$ cat config.mk
export PLATFORM = sky130hd
export DESIGN_NAME = booth_mult_seq
export DESIGN_NICKNAME = d
export VERILOG_FILES = /design/src/rtl/booth_pkg.sv /design/src/rtl/booth_recoder.sv /design/src/rtl/booth_mult_seq.sv
export SDC_FILE = /design/constraint.sdc
export NUM_CORES = 1
export LEC_CHECK = 0
export ABC_CLOCK_PERIOD_IN_PS = 3200
export CORE_UTILIZATION = 45
export DETAILED_ROUTE_END_ITERATION = 12
export HOLD_SLACK_MARGIN = 0.06
export PLACE_DENSITY = 0.71
export RECOVER_POWER = 100
export SETUP_SLACK_MARGIN = 0.15
export SLEW_MARGIN = 5
export SYNTH_ARGS = -nofsm -noshare
export SYNTH_HDL_FRONTEND = slang
export SYNTH_SLANG_ARGS = --single-unit
export TNS_END_PERCENT = 20
$ cat constraint.sdc
create_clock -name clk -period 3.2 [get_ports clk]
set_input_delay 0.64 -clock clk [delete_from_list [all_inputs] [get_ports clk]]
set_output_delay 0.64 -clock clk [all_outputs]
set_load 0.05 [all_outputs]
$ cat src/rtl/booth_pkg.sv
`timescale 1ns/1ps
`default_nettype none
// +----------------------------------------------------------------------------+
// | Module      : booth_pkg                                                    |
// | Description : Shared types, Booth digit codes and iteration-count helper   |
// |               for the sequential Booth multiplier.                         |
// | Revision    : 1.0 - initial parametrised release                           |
// +----------------------------------------------------------------------------+
package booth_pkg;

    typedef enum logic [1:0] {
        IDLE = 2'd0,
        CALC = 2'd1,
        DONE = 2'd2
    } state_t;

    // Digit code is {neg, one, two}
    localparam logic [2:0] ZERO = 3'b000;
    localparam logic [2:0] POS1 = 3'b010;
    localparam logic [2:0] NEG1 = 3'b110;
    localparam logic [2:0] POS2 = 3'b001;
    localparam logic [2:0] NEG2 = 3'b101;

    function automatic int n_iter(input int width, input bit radix4);
        return radix4 ? (width + 2) / 2 : width + 2;
    endfunction

endpackage
`default_nettype wire

$ cat src/rtl/booth_recoder.sv
`timescale 1ns/1ps
`default_nettype none
// +----------------------------------------------------------------------------+
// | Module      : booth_recoder                                                |
// | Description : Combinational Booth window decoder; 2-bit window gives       |
// |               radix-2 digits, 3-bit window gives radix-4 digits.           |
// | Revision    : 1.0 - initial parametrised release                           |
// +----------------------------------------------------------------------------+
module booth_recoder
    import booth_pkg::*;
#(
    parameter int WIN_W = 2
)(
    input  logic [WIN_W-1:0] window,
    output logic             neg,
    output logic             one,
    output logic             two
);

    logic [2:0] w_digit;

    generate
        if (WIN_W == 3) begin : g_radix4
            always_comb begin
                w_digit = ZERO;
                case (window)
                    3'b001, 3'b010: w_digit = POS1;
                    3'b011:         w_digit = POS2;
                    3'b100:         w_digit = NEG2;
                    3'b101, 3'b110: w_digit = NEG1;
                    default:        w_digit = ZERO;
                endcase
            end
        end else begin : g_radix2
            always_comb begin
                w_digit = ZERO;
                case (window)
                    2'b01:   w_digit = POS1;
                    2'b10:   w_digit = NEG1;
                    default: w_digit = ZERO;
                endcase
            end
        end
    endgenerate

    assign {neg, one, two} = w_digit;

endmodule
`default_nettype wire

$ cat src/rtl/booth_mult_seq.sv
`timescale 1ns/1ps
`default_nettype none
// +----------------------------------------------------------------------------+
// | Module      : booth_mult_seq                                               |
// | Description : Sequential signed/unsigned Booth multiplier with valid/ready |
// |               handshakes. Define BOOTH_RADIX4_EN for radix-4 recoding.     |
// | Revision    : 1.0 - initial parametrised release                           |
// +----------------------------------------------------------------------------+
module booth_mult_seq
    import booth_pkg::*;
#(
    parameter int WIDTH = 8,
    parameter int CNT_W = $clog2(WIDTH + 3)
)(
    input  logic               clk,
    input  logic               rst,
    input  logic               in_valid,
    output logic               in_ready,
    input  logic               tc,
    input  logic [WIDTH-1:0]   multiplicand,
    input  logic [WIDTH-1:0]   multiplier,
    output logic               out_valid,
    input  logic               out_ready,
    output logic [2*WIDTH-1:0] product
);

`ifdef BOOTH_RADIX4_EN
    localparam bit c_RADIX4 = 1'b1;
`else
    localparam bit c_RADIX4 = 1'b0;
`endif
    localparam int c_EXT_W = WIDTH + 2;
    localparam int c_ACC_W = c_EXT_W + 1;
    localparam int c_WIN_W = c_RADIX4 ? 3 : 2;
    localparam logic [CNT_W-1:0] c_N_ITER = CNT_W'(n_iter(WIDTH, c_RADIX4));

    state_t               r_state;
    logic                 r_in_ready;
    logic                 r_out_valid;
    logic [2*WIDTH-1:0]   r_product;
    logic [c_ACC_W-1:0]   r_acc;
    logic [c_EXT_W-1:0]   r_q;
    logic                 r_qm1;
    logic [c_EXT_W-1:0]   r_mcand;
    logic [CNT_W-1:0]     r_cnt;

    logic [c_WIN_W-1:0]   w_window;
    logic                 w_neg;
    logic                 w_one;
    logic                 w_two;
    logic [c_ACC_W-1:0]   w_mag;
    logic [c_ACC_W-1:0]   w_addend;
    logic [c_ACC_W-1:0]   w_sum;
    logic [c_ACC_W-1:0]   w_acc_nxt;
    logic [c_EXT_W-1:0]   w_q_nxt;
    logic                 w_qm1_nxt;

    function automatic logic [c_EXT_W-1:0] f_extend(input logic [WIDTH-1:0] x,
                                                    input logic s);
        return s ? {{2{x[WIDTH-1]}}, x} : {2'b00, x};
    endfunction

    booth_recoder #(
        .WIN_W (c_WIN_W)
    ) u_recoder (
        .window (w_window),
        .neg    (w_neg),
        .one    (w_one),
        .two    (w_two)
    );

    // Operands only span WIDTH+1 signed bits, so +/-2A never leaves c_ACC_W bits
    assign w_mag    = w_two ? {r_mcand, 1'b0} :
                      w_one ? {r_mcand[c_EXT_W-1], r_mcand} : '0;
    assign w_addend = w_neg ? (~w_mag + c_ACC_W'(1)) : w_mag;
    assign w_sum    = r_acc + w_addend;

    generate
        if (c_RADIX4) begin : g_shift_r4
            assign w_window  = {r_q[1:0], r_qm1};
            assign w_acc_nxt = {{2{w_sum[c_ACC_W-1]}}, w_sum[c_ACC_W-1:2]};
            assign w_q_nxt   = {w_sum[1:0], r_q[c_EXT_W-1:2]};
            assign w_qm1_nxt = r_q[1];
        end else begin : g_shift_r2
            assign w_window  = {r_q[0], r_qm1};
            assign w_acc_nxt = {w_sum[c_ACC_W-1], w_sum[c_ACC_W-1:1]};
            assign w_q_nxt   = {w_sum[0], r_q[c_EXT_W-1:1]};
            assign w_qm1_nxt = r_q[0];
        end
    endgenerate

    always_ff @(posedge clk) begin
        if (rst) begin
            r_state     <= IDLE;
            r_in_ready  <= 1'b1;
            r_out_valid <= 1'b0;
            r_product   <= '0;
            r_acc       <= '0;
            r_q         <= '0;
            r_qm1       <= 1'b0;
            r_mcand     <= '0;
            r_cnt       <= '0;
        end else begin
            case (r_state)
                IDLE: begin
                    if (in_valid) begin
                        r_mcand    <= f_extend(multiplicand, tc);
                        r_q        <= f_extend(multiplier, tc);
                        r_acc      <= '0;
                        r_qm1      <= 1'b0;
                        r_cnt      <= c_N_ITER;
                        r_in_ready <= 1'b0;
                        r_state    <= CALC;
                    end
                end
                CALC: begin
                    r_acc <= w_acc_nxt;
                    r_q   <= w_q_nxt;
                    r_qm1 <= w_qm1_nxt;
                    r_cnt <= r_cnt - CNT_W'(1);
                    if (r_cnt == CNT_W'(1)) begin
                        r_product   <= {w_acc_nxt[2*WIDTH-c_EXT_W-1:0], w_q_nxt};
                        r_out_valid <= 1'b1;
                        r_state     <= DONE;
                    end
                end
                DONE: begin
                    if (out_ready) begin
                        r_out_valid <= 1'b0;
                        r_in_ready  <= 1'b1;
                        r_state     <= IDLE;
                    end
                end
                default: begin
                    r_state     <= IDLE;
                    r_in_ready  <= 1'b1;
                    r_out_valid <= 1'b0;
                end
            endcase
        end
    end

    assign in_ready  = r_in_ready;
    assign out_valid = r_out_valid;
    assign product   = r_product;

endmodule
`default_nettype wire

After elaboration in Yosys (flattened, before gate mapping). Cells that the tools add are included.

$add $sub $neg: 3. Eq/ne operators: 8. Mux-type cells: 23. Bitwise gates (word level): 3. Reduce and logical (&&, ||, !) cells: 8.

Operator list (count): $mux 11 (4); $mux 10 (3); $pmux 11 s2 (1); $pmux 10 s2 (1); $add 11x1->11 const B (1); $add 11x11->11 (1); $not 11->11 (1); $reduce_and 3->1 (3); $pmux 4 s2 (1); $mux 2 (3); $ne 2x2->1 const B (3); $pmux 1 s3 (2); $pmux 2 s3 (1); $pmux 3 s2 (1); $reduce_and 2->1 (3); $eq 2x1->1 const B (2); $eq 2x2->1 const B (2); $eq 4x1->1 const B (1); $mux 1 (4); $mux 4 (1); $sub 4x1->4 const B (1); $logic_not 2->1 (1); $not 1->1 (2); $pmux 1 s2 (1); $reduce_bool 2->1 (1).

Register bits after elaboration: 56. Bits of input ports: 21. Output and inout port bits: 18. Word-level logic and storage cells: 54.

Depth between registers and ports, before layout. Gate-level depths: netlist of run 1.

Word-level depth: 9. Gate-level depth with buffers: 16. Mapped depth without buffers: 15.

By module. From an unflattened synthesis of run 1, not the netlist that was laid out.

Cells, all modules: 386. Area, all modules: 3030.4 sq um.

Modules (own cells, without submodules): booth_mult_seq (instances 1, cells each 381, area each 2999.1 sq um, seq. area each 1081.0 sq um); booth_recoder (instances 1, cells each 5, area each 31.3 sq um, seq. area each 0.0 sq um).

Least setup slack after synthesis of run 1. Ideal clock, no wire load.

Kind: flip-flop to flip-flop. Start: register r_qm1. End: register r_acc[9]. Library setup time: 74 ps. Data arrival time: 3202 ps. Required time: 3126 ps. Path slack: -76 ps. Stages on the path, launching flop included: 17. Path buffers: 1. Clock period less this slack: 3276 ps. Cell sequence: dfxtp_1 inv_1 ha_1 clkbuf_1 inv_1 nand2_1 ha_1 o21ai_0 o211a_1 o32ai_1 ha_1 a21oi_1 a21oi_1 a311oi_2 xnor2_1 or3_1 a31oi_1.

Word-level cells in the longest chain between the ends: 9. Elaborated cells between the ends (all ways): 10. Classes of those cells: add/sub (2); eq/ne (2); mux (5); bitwise (1).

RTL lines: from (decl) (RTL line booth_mult_seq.sv:43) `logic r_qm1;`; from (signal assigned) (RTL line booth_mult_seq.sv:119) `r_qm1 <= w_qm1_nxt;`; $eq 2x2->1 / $eq 2x1->1 (equally long branches) (RTL line booth_recoder.sv:37) `case (window)`; $pmux 3 s2 * (RTL line booth_recoder.sv:37); $mux 11 (RTL line booth_mult_seq.sv:74) `w_one ? {r_mcand[c_EXT_W-1], r_mcand} : '0;`; $mux 11 (RTL line booth_mult_seq.sv:73) `assign w_mag = w_two ? {r_mcand, 1'b0} :`; $not 11->11 (RTL line booth_mult_seq.sv:75) `assign w_addend = w_neg ? (~w_mag + c_ACC_W'(1)) : w_mag;`; $add 11x1->11 (RTL line booth_mult_seq.sv:75); $mux 11 * (RTL line booth_mult_seq.sv:75); $add 11x11->11 * (RTL line booth_mult_seq.sv:76) `assign w_sum = r_acc + w_addend;`; $pmux 11 s2 * (RTL line booth_mult_seq.sv:104) `case (r_state)`; to (signal assigned) (RTL line booth_mult_seq.sv:117) `r_acc <= w_acc_nxt;`; to (decl) (RTL line booth_mult_seq.sv:41) `logic [c_ACC_W-1:0] r_acc;`.

Every way passes the cells marked *; elsewhere a longest branch is shown, timed or not. A chain may end at the register's enable or synchronous reset.

Worst setup path in the final report of run 1. Same ends and word-level chain as after synthesis.

==> flow_metrics.py, run 1 <==
metrics = {
    "yosys": {
        "syn_inst": 350,
        "ys_seq_area_frac": 0.397,
        "synth_flop_cell": "dfxtp_1",
        "yosysWarningCount": 0,
        "async_reset_ff_frac": 0,
        "syn-cell-area_um2": 2720,
        "synth-seq-cells": 54,
        "yosys-top-cells-area": "dfxtp_1 40%, nand2_1 10%, a21oi_1 9.7%",
        "netlist.top_cell.by_area": "dfxtp_1",
        "synth_edf_count": 0,
        "yosysTopAreaCellShare": 0.397,
        "synth_cell_type_count": 40,
        "syn_nets": 387,
        "synth_area_per_cell_um2": 7.78,
    },
    "global_route": {
        "grt_antenna_before_repair": 0,
        "track_usage": 0.203,
        "grt_pass1_vias": 2209,
        "grt_pass1_wl_um": 10100,
        "globalRouteOverflowTotal": 0,
        "grt_max_degree": 38,
    },
    "power": {
        "p_switching_mw": 0.360,
        "p_total_mw": 1.29,
        "p_leak_nw": 1.32,
        "power_density_nw_per_um2": 385,
        "pwr-share-comb": 0.158,
        "p_clk_frac": 0.282,
        "switching_share": 0.278,
        "peakVddDrop_mv": 0.280,
        "p_seq_frac": 0.560,
        "p_int_mw": 0.933,
    },
    "critical_path": {
        "endpoint_kind": "flop",
        "path_class": "flop to flop",
        "critical_path_arrival_ps": 3230,
        "crit_required_ps": 3420,
        "start_kind": "flop",
        "crit_path_max_fanout": 6,
    },
    "final_layout": {
        "final_nets": 424,
        "final_cell_count_no_fill": 459,
        "areaGrowthSynthToFinish_pct": 23.3,
        "design_area_um2": 3360,
        "antenna_cells": 0,
        "layout-drive-gt1-share": 0.0853,
    },
    "run": {
        "max_cap_viol_count": 1,
    },
    "cts": {
        "clk_latency_ps": 300,
        "cts_buffers": 5,
        "clk_pin_slew_ps": 90,
        "cts.htree.levels": 2,
        "cts_tree": "done",
        "cts_root_buf": "clkbuf_8",
        "hold_buffers": 0,
        "cts_sinks": 54,
        "clk_path_buf_depth": 2,
    },
    "timing": {
        "tightest_slew_ps": 1580,
        "slew_headroom": -0.0513,
        "period_minus_slack_ps": 3010,
        "fin_tns_setup_ps": 0,
        "slew_violations": 38,
        "fin_crit_sh": 0.942,
        "setup_viol": 0,
        "hold_viol_final": 0,
        "max_freq_mhz": 332,
        "skew_ps": 1.86,
        "rsz0062_at_grt": "yes",
        "whs_ps": 453,
    },
    "detailed_routing": {
        "drcViolationCount": 0,
        "post_drt_via_cell_ratio": 5.59,
        "drt_pass1_iterations": 5,
        "wire_per_inst_um": 14.0,
        "vias": 2565,
        "dr.first_iter.drc_count": 115,
        "ant_nets": 0,
        "detail_route.wirelength_um": 6410,
    },
    "placement": {
        "globalplace.congestion": 0.958,
        "port_buffers": 38,
        "dp.cells": 449,
        "place_area_um2": 3190,
        "hpwl_um": 4460,
    },
    "floorplan": {
        "die_w_um": 79.8,
        "dieArea_um2": 6370,
        "core_area_um2": 5680,
        "num_io_pins": 39,
        "initial_core_util": 0.480,
        "std_cell_rows": 27,
        "die_h_um": 79.8,
    },
    "outcome": {
        "status": "finished with violations",
        "violations": "capacitance limit, slew limit",
    },
    "min_path": {
        "min_path_type": "flop to flop",
    },
}
-- metrics by stage --
stage / setup WS, ps / util
floorplan: 160 / -
global placement: 221 / 0.563
detailed placement: 83.0 / 0.563
CTS: 164 / 0.584
global route: 23.1 / 0.592
finish: 186 / 0.592
-- power groups by stage --
stage	Clock, mW	Combinational [mW]	Sequential [mW]
final	0.365	0.204	0.724
after global routing	0.400	0.226	0.729
after CTS	0.375	0.203	0.724
after detailed placement	0	0.198	0.738
after global placement	0	0.196	0.738
after floorplan	0	0.124	0.742
-- state kept, by name, indices dropped and copies added (netlist names) --
signal / cells
in_ready: 1
r_acc: 10
r_cnt: 4
r_state: 2
r_mcand: 9
r_q: 10
product: 16
out_valid: 1
r_qm1: 1
-- layout by cell type, fill, tap and decap left out, types with 2 or more instances in the layout --
master           instances
a211oi_1                 2
a21o_1                   3
a21oi_1                 51
a21oi_2                  3
a22o_1                   2
a22oi_1                 10
a31oi_1                  6
buf_4                    7
clkbuf_1                 5
clkbuf_8                 5
clkdlybuf4s50_1         18
dfxtp_1                 52
dfxtp_2                  2
dlygate4sd3_1           19
ha_1                    12
ha_4                     3
inv_1                   10
nand2_1                 75
nand2b_1                 4
nand3_1                 18
nand3b_1                 2
nor2_1                  19
nor2b_1                  6
nor3_1                   5
nor4_1                   2
o21ai_0                  4
o21ai_1                  3
o21bai_1                 2
o22ai_1                  4
o31ai_1                  2
xnor2_1                  6
xor2_1                   3
-- critical path, cell delays in order, from the launching register on --
cell and delay, ps:
dfxtp_2 330, inv_1 50, ha_4 280, inv_1 70, nand2_2 90, ha_4 150, o21ai_1 90, o211a_1 240
o32ai_2 210, ha_1 340, and3_4 210, a311oi_2 250, xnor2_1 120, or3_1 350, a31oi_1 130
-- Yosys cell counts (4+ instances only) --
cell and count:
nand2_1 76, dfxtp_1 54, a21oi_1 53, nor2_1 19
clkbuf_1 18, nand3_1 18, ha_1 15, a22oi_1 10
inv_1 10, nor2b_1 7, o21ai_0 7, xnor2_1 7
a31oi_1 6, nor3_1 5, nand2b_1 4, o22ai_1 4
-- layout make-up --
type                    count  area (um^2)
clock buffers               6         72.6
clock inverters             1         7.51
fillers                   522         2320
inverters                  10         37.5
multi-input cells         267         1620
flip-flops and latches     54         1080
well taps                  72         90.1
repair buffers             49          449
-- timing repair --
action,4_1_cts,5_1_grt
endpoints found under the setup margin,1,3
buffers inserted,1,2
pin swaps,4,8
gates cloned,0,0
resized for setup,6,10
-- cell families after synthesis --
kind of cell / count (synthesis) / share of synthesized area
fa+ha+maj: 16 / 0.0763
simple gates: 140 / 0.226
compound gates: 101 / 0.229
flops: 54 / 0.397
xor+xnor: 10 / 0.0322
buf+inv: 29 / 0.0404
-- metal layers --
layer | track usage | vias to the layer above | share of wire
li1 | - | 1290 | -
met1 | 0.276 | 1197 | 0.46
met2 | 0.321 | 66 | 0.47
met3 | 0.0354 | 12 | 0.047
met4 | 0.0732 | 0 | 0.016
met5 | 0 | - | 0
-- final timing paths --
check	startpoint	end	slack, ps	cells past startpoint
worst min register to register	product[6]	product[6]	450	2
worst max register to register	r_qm1	r_acc[9]	190	14
worst min-delay path	product[6]	product[6]	450	2
worst max-delay path	r_qm1	r_acc[9]	190	14
(Power assumes the default switching activity.)
==> run 2: changes to the inputs <==
Settings changed: SLEW_MARGIN 5 to unset.
==> results of run 2 <==
The final DEF is identical to that of run 1; final timing and power are the same.
==> run 3: changes to the inputs <==
Settings changed: CORE_UTILIZATION 45 to 49, PLACE_DENSITY 0.71 to 0.76.
==> run 3 against run 2 <==
  * The flow now finishes without violations
  * Largest power group unchanged
  * Combinational power grew 4%
  * Clock power is 37% higher
  * Sequential cell count is the same
  * Critical path type unchanged
==> flow_metrics.py, run 3 (synthesis gave the netlist of run 1 again) <==
metrics = {
    "final_layout": {
        "final_cell_count_no_fill": 461,
        "largest_reg_flops": 16,
        "final_nets": 427,
        "areaGrowthSynthToFinish_pct": 26.1,
        "design_area_um2": 3440,
        "antenna_cells": 0,
        "final_common_cell": "nand2_1",
        "fill_cells": 433,
        "mostFrequentLayoutCells": "75 x nand2_1, 53 x dfxtp_1, 51 x a21oi_1, 19 x nor2_1, 19 x dlygate4sd3_1",
        "layout-drive-gt1-share": 0.110,
    },
    "global_route": {
        "grt_antenna_before_repair": 0,
        "grt_pass1_vias": 2378,
        "grt_pass1_wl_um": 10900,
        "track_usage": 0.227,
        "globalRouteOverflowTotal": 0,
        "grt_max_degree": 34,
    },
    "detailed_routing": {
        "wire_per_inst_um": 14.3,
        "vias": 2591,
        "m1WireLength_um": 3050,
        "drcViolationCount": 0,
        "detail_route.wirelength_um": 6600,
        "dr.first_iter.drc_count": 157,
        "highest_layer": "met4",
        "post_drt_via_cell_ratio": 5.62,
        "drt_pass1_iterations": 4,
        "met2_length_um": 3160,
        "wl_met3_um": 359,
        "ant_nets": 0,
    },
    "critical_path": {
        "critPathSlowestCell": "or3_1",
        "crit_chain": "inv_1, ha_4, buf_6, nor2b_2, buf_4, o31ai_1, nand2_1, buf_4, o22ai_2, ha_1, and3_4, a311oi_2, xnor2_1, or3_1, a31oi_1",
        "start_kind": "flop",
        "cpPeakStageDelay_ps": 350,
        "cp_num_buf_inv": 4,
        "critPathTopFamily": "simple AND/OR/NAND/NOR gates",
        "path_class": "flop to flop",
        "critical_path_arrival_ps": 3260,
        "path_common_cell": "buf_4",
        "crit_required_ps": 3450,
        "endpoint_kind": "flop",
        "crit_path_max_fanout": 10,
    },
    "timing": {
        "setup_viol": 0,
        "slew_violations": 0,
        "rsz0062_at_grt": "yes",
        "hold_viol_final": 0,
        "skew_ps": 9.89,
        "fin_crit_sh": 0.942,
        "period_minus_slack_ps": 3020,
        "tightest_slew_ps": 1080,
        "slew_headroom": 0.280,
        "max_freq_mhz": 332,
        "whs_ps": 459,
        "fin_tns_setup_ps": 0,
    },
    "cts": {
        "cts_tree": "done",
        "cts.htree.levels": 2,
        "clk_latency_ps": 310,
        "cts_sinks": 54,
        "hold_buffers": 0,
        "clk_path_buf_depth": 2,
        "clk_pin_slew_ps": 110,
        "cts_buffers": 5,
        "cts_root_buf": "clkbuf_8",
    },
    "power": {
        "switching_share": 0.274,
        "p_seq_frac": 0.504,
        "power_density_nw_per_um2": 419,
        "pwr-share-comb": 0.148,
        "p_clk_frac": 0.348,
        "p_total_mw": 1.44,
        "p_int_mw": 1.05,
        "p_leak_nw": 1.36,
        "p_switching_mw": 0.394,
        "peakVddDrop_mv": 0.306,
    },
    "floorplan": {
        "std_cell_rows": 26,
        "die_h_um": 76.6,
        "initial_core_util": 0.520,
        "num_io_pins": 39,
        "dieArea_um2": 5860,
        "die_w_um": 76.6,
        "core_area_um2": 5240,
    },
    "min_path": {
        "min_path_type": "flop to flop",
    },
    "outcome": {
        "status": "completed",
    },
    "placement": {
        "globalplace.congestion": 0.913,
        "dp.cells": 448,
        "port_buffers": 38,
        "hpwl_um": 4380,
        "place_area_um2": 3200,
    },
    "run": {
        "max_cap_viol_count": 0,
    },
}
run 3: tightest hold or removal path, stage by stage, from the launching register on:
cell	delay, ps
dfxtp_1	320
nand2_1	50
a21oi_1	50
run 3: what timing repair did:
action / CTS / global route
endpoints found under the setup margin: 1 / 4
pin swaps: 2 / 11
hold endpoints to repair: 0 / 0
gates resized for setup: 3 / 19
buffers inserted: 0 / 5
run 3: routing by layer:
metal	global-route usage	up-vias
li1	-	1294
met1	0.292	1228
met2	0.388	65
met3	0.0455	4
met4	0.0519	0
met5	0	-
run 3: final cells by class:
| cell class | count | area, um^2 | area share |
|---|---|---|---|
| repair buffers | 52 | 480 | 0.140 |
| inverters | 10 | 37.5 | 0.0109 |
| well taps | 70 | 87.6 | 0.0255 |
| flip-flops and latches | 54 | 1080 | 0.315 |
| multi-input cells | 267 | 1630 | 0.473 |
| clock inverters | 2 | 38.8 | 0.0113 |
| clock buffers | 6 | 82.6 | 0.0240 |
run 3: worst paths after layout:
check                                start    endpoint  slack (ps)  cells past startpoint
worst min register to register  product[5]  product[5]         460                      2
worst max-delay path                 r_qm1    r_acc[9]         180                     15
worst max register to register       r_qm1    r_acc[9]         180                     15
worst min-delay path            product[5]  product[5]         460                      2
run 3: power groups by stage:
stage | Sequential [mW] | Combinational [mW] | Clock [mW]
final | 0.725 | 0.213 | 0.500
after floorplan | 0.742 | 0.124 | 0
after CTS | 0.723 | 0.202 | 0.505
after detailed placement | 0.738 | 0.199 | 0
after global placement | 0.738 | 0.195 | 0
after global routing | 0.730 | 0.235 | 0.534
run 3: stage by stage:
stage	utilization	worst slack [ps]
2_1_floorplan	-	160
3_3_place_gp	0.611	232
3_5_place_dp	0.611	109
4_1_cts	0.636	150
5_1_grt	0.656	45.1
6_report	0.656	184
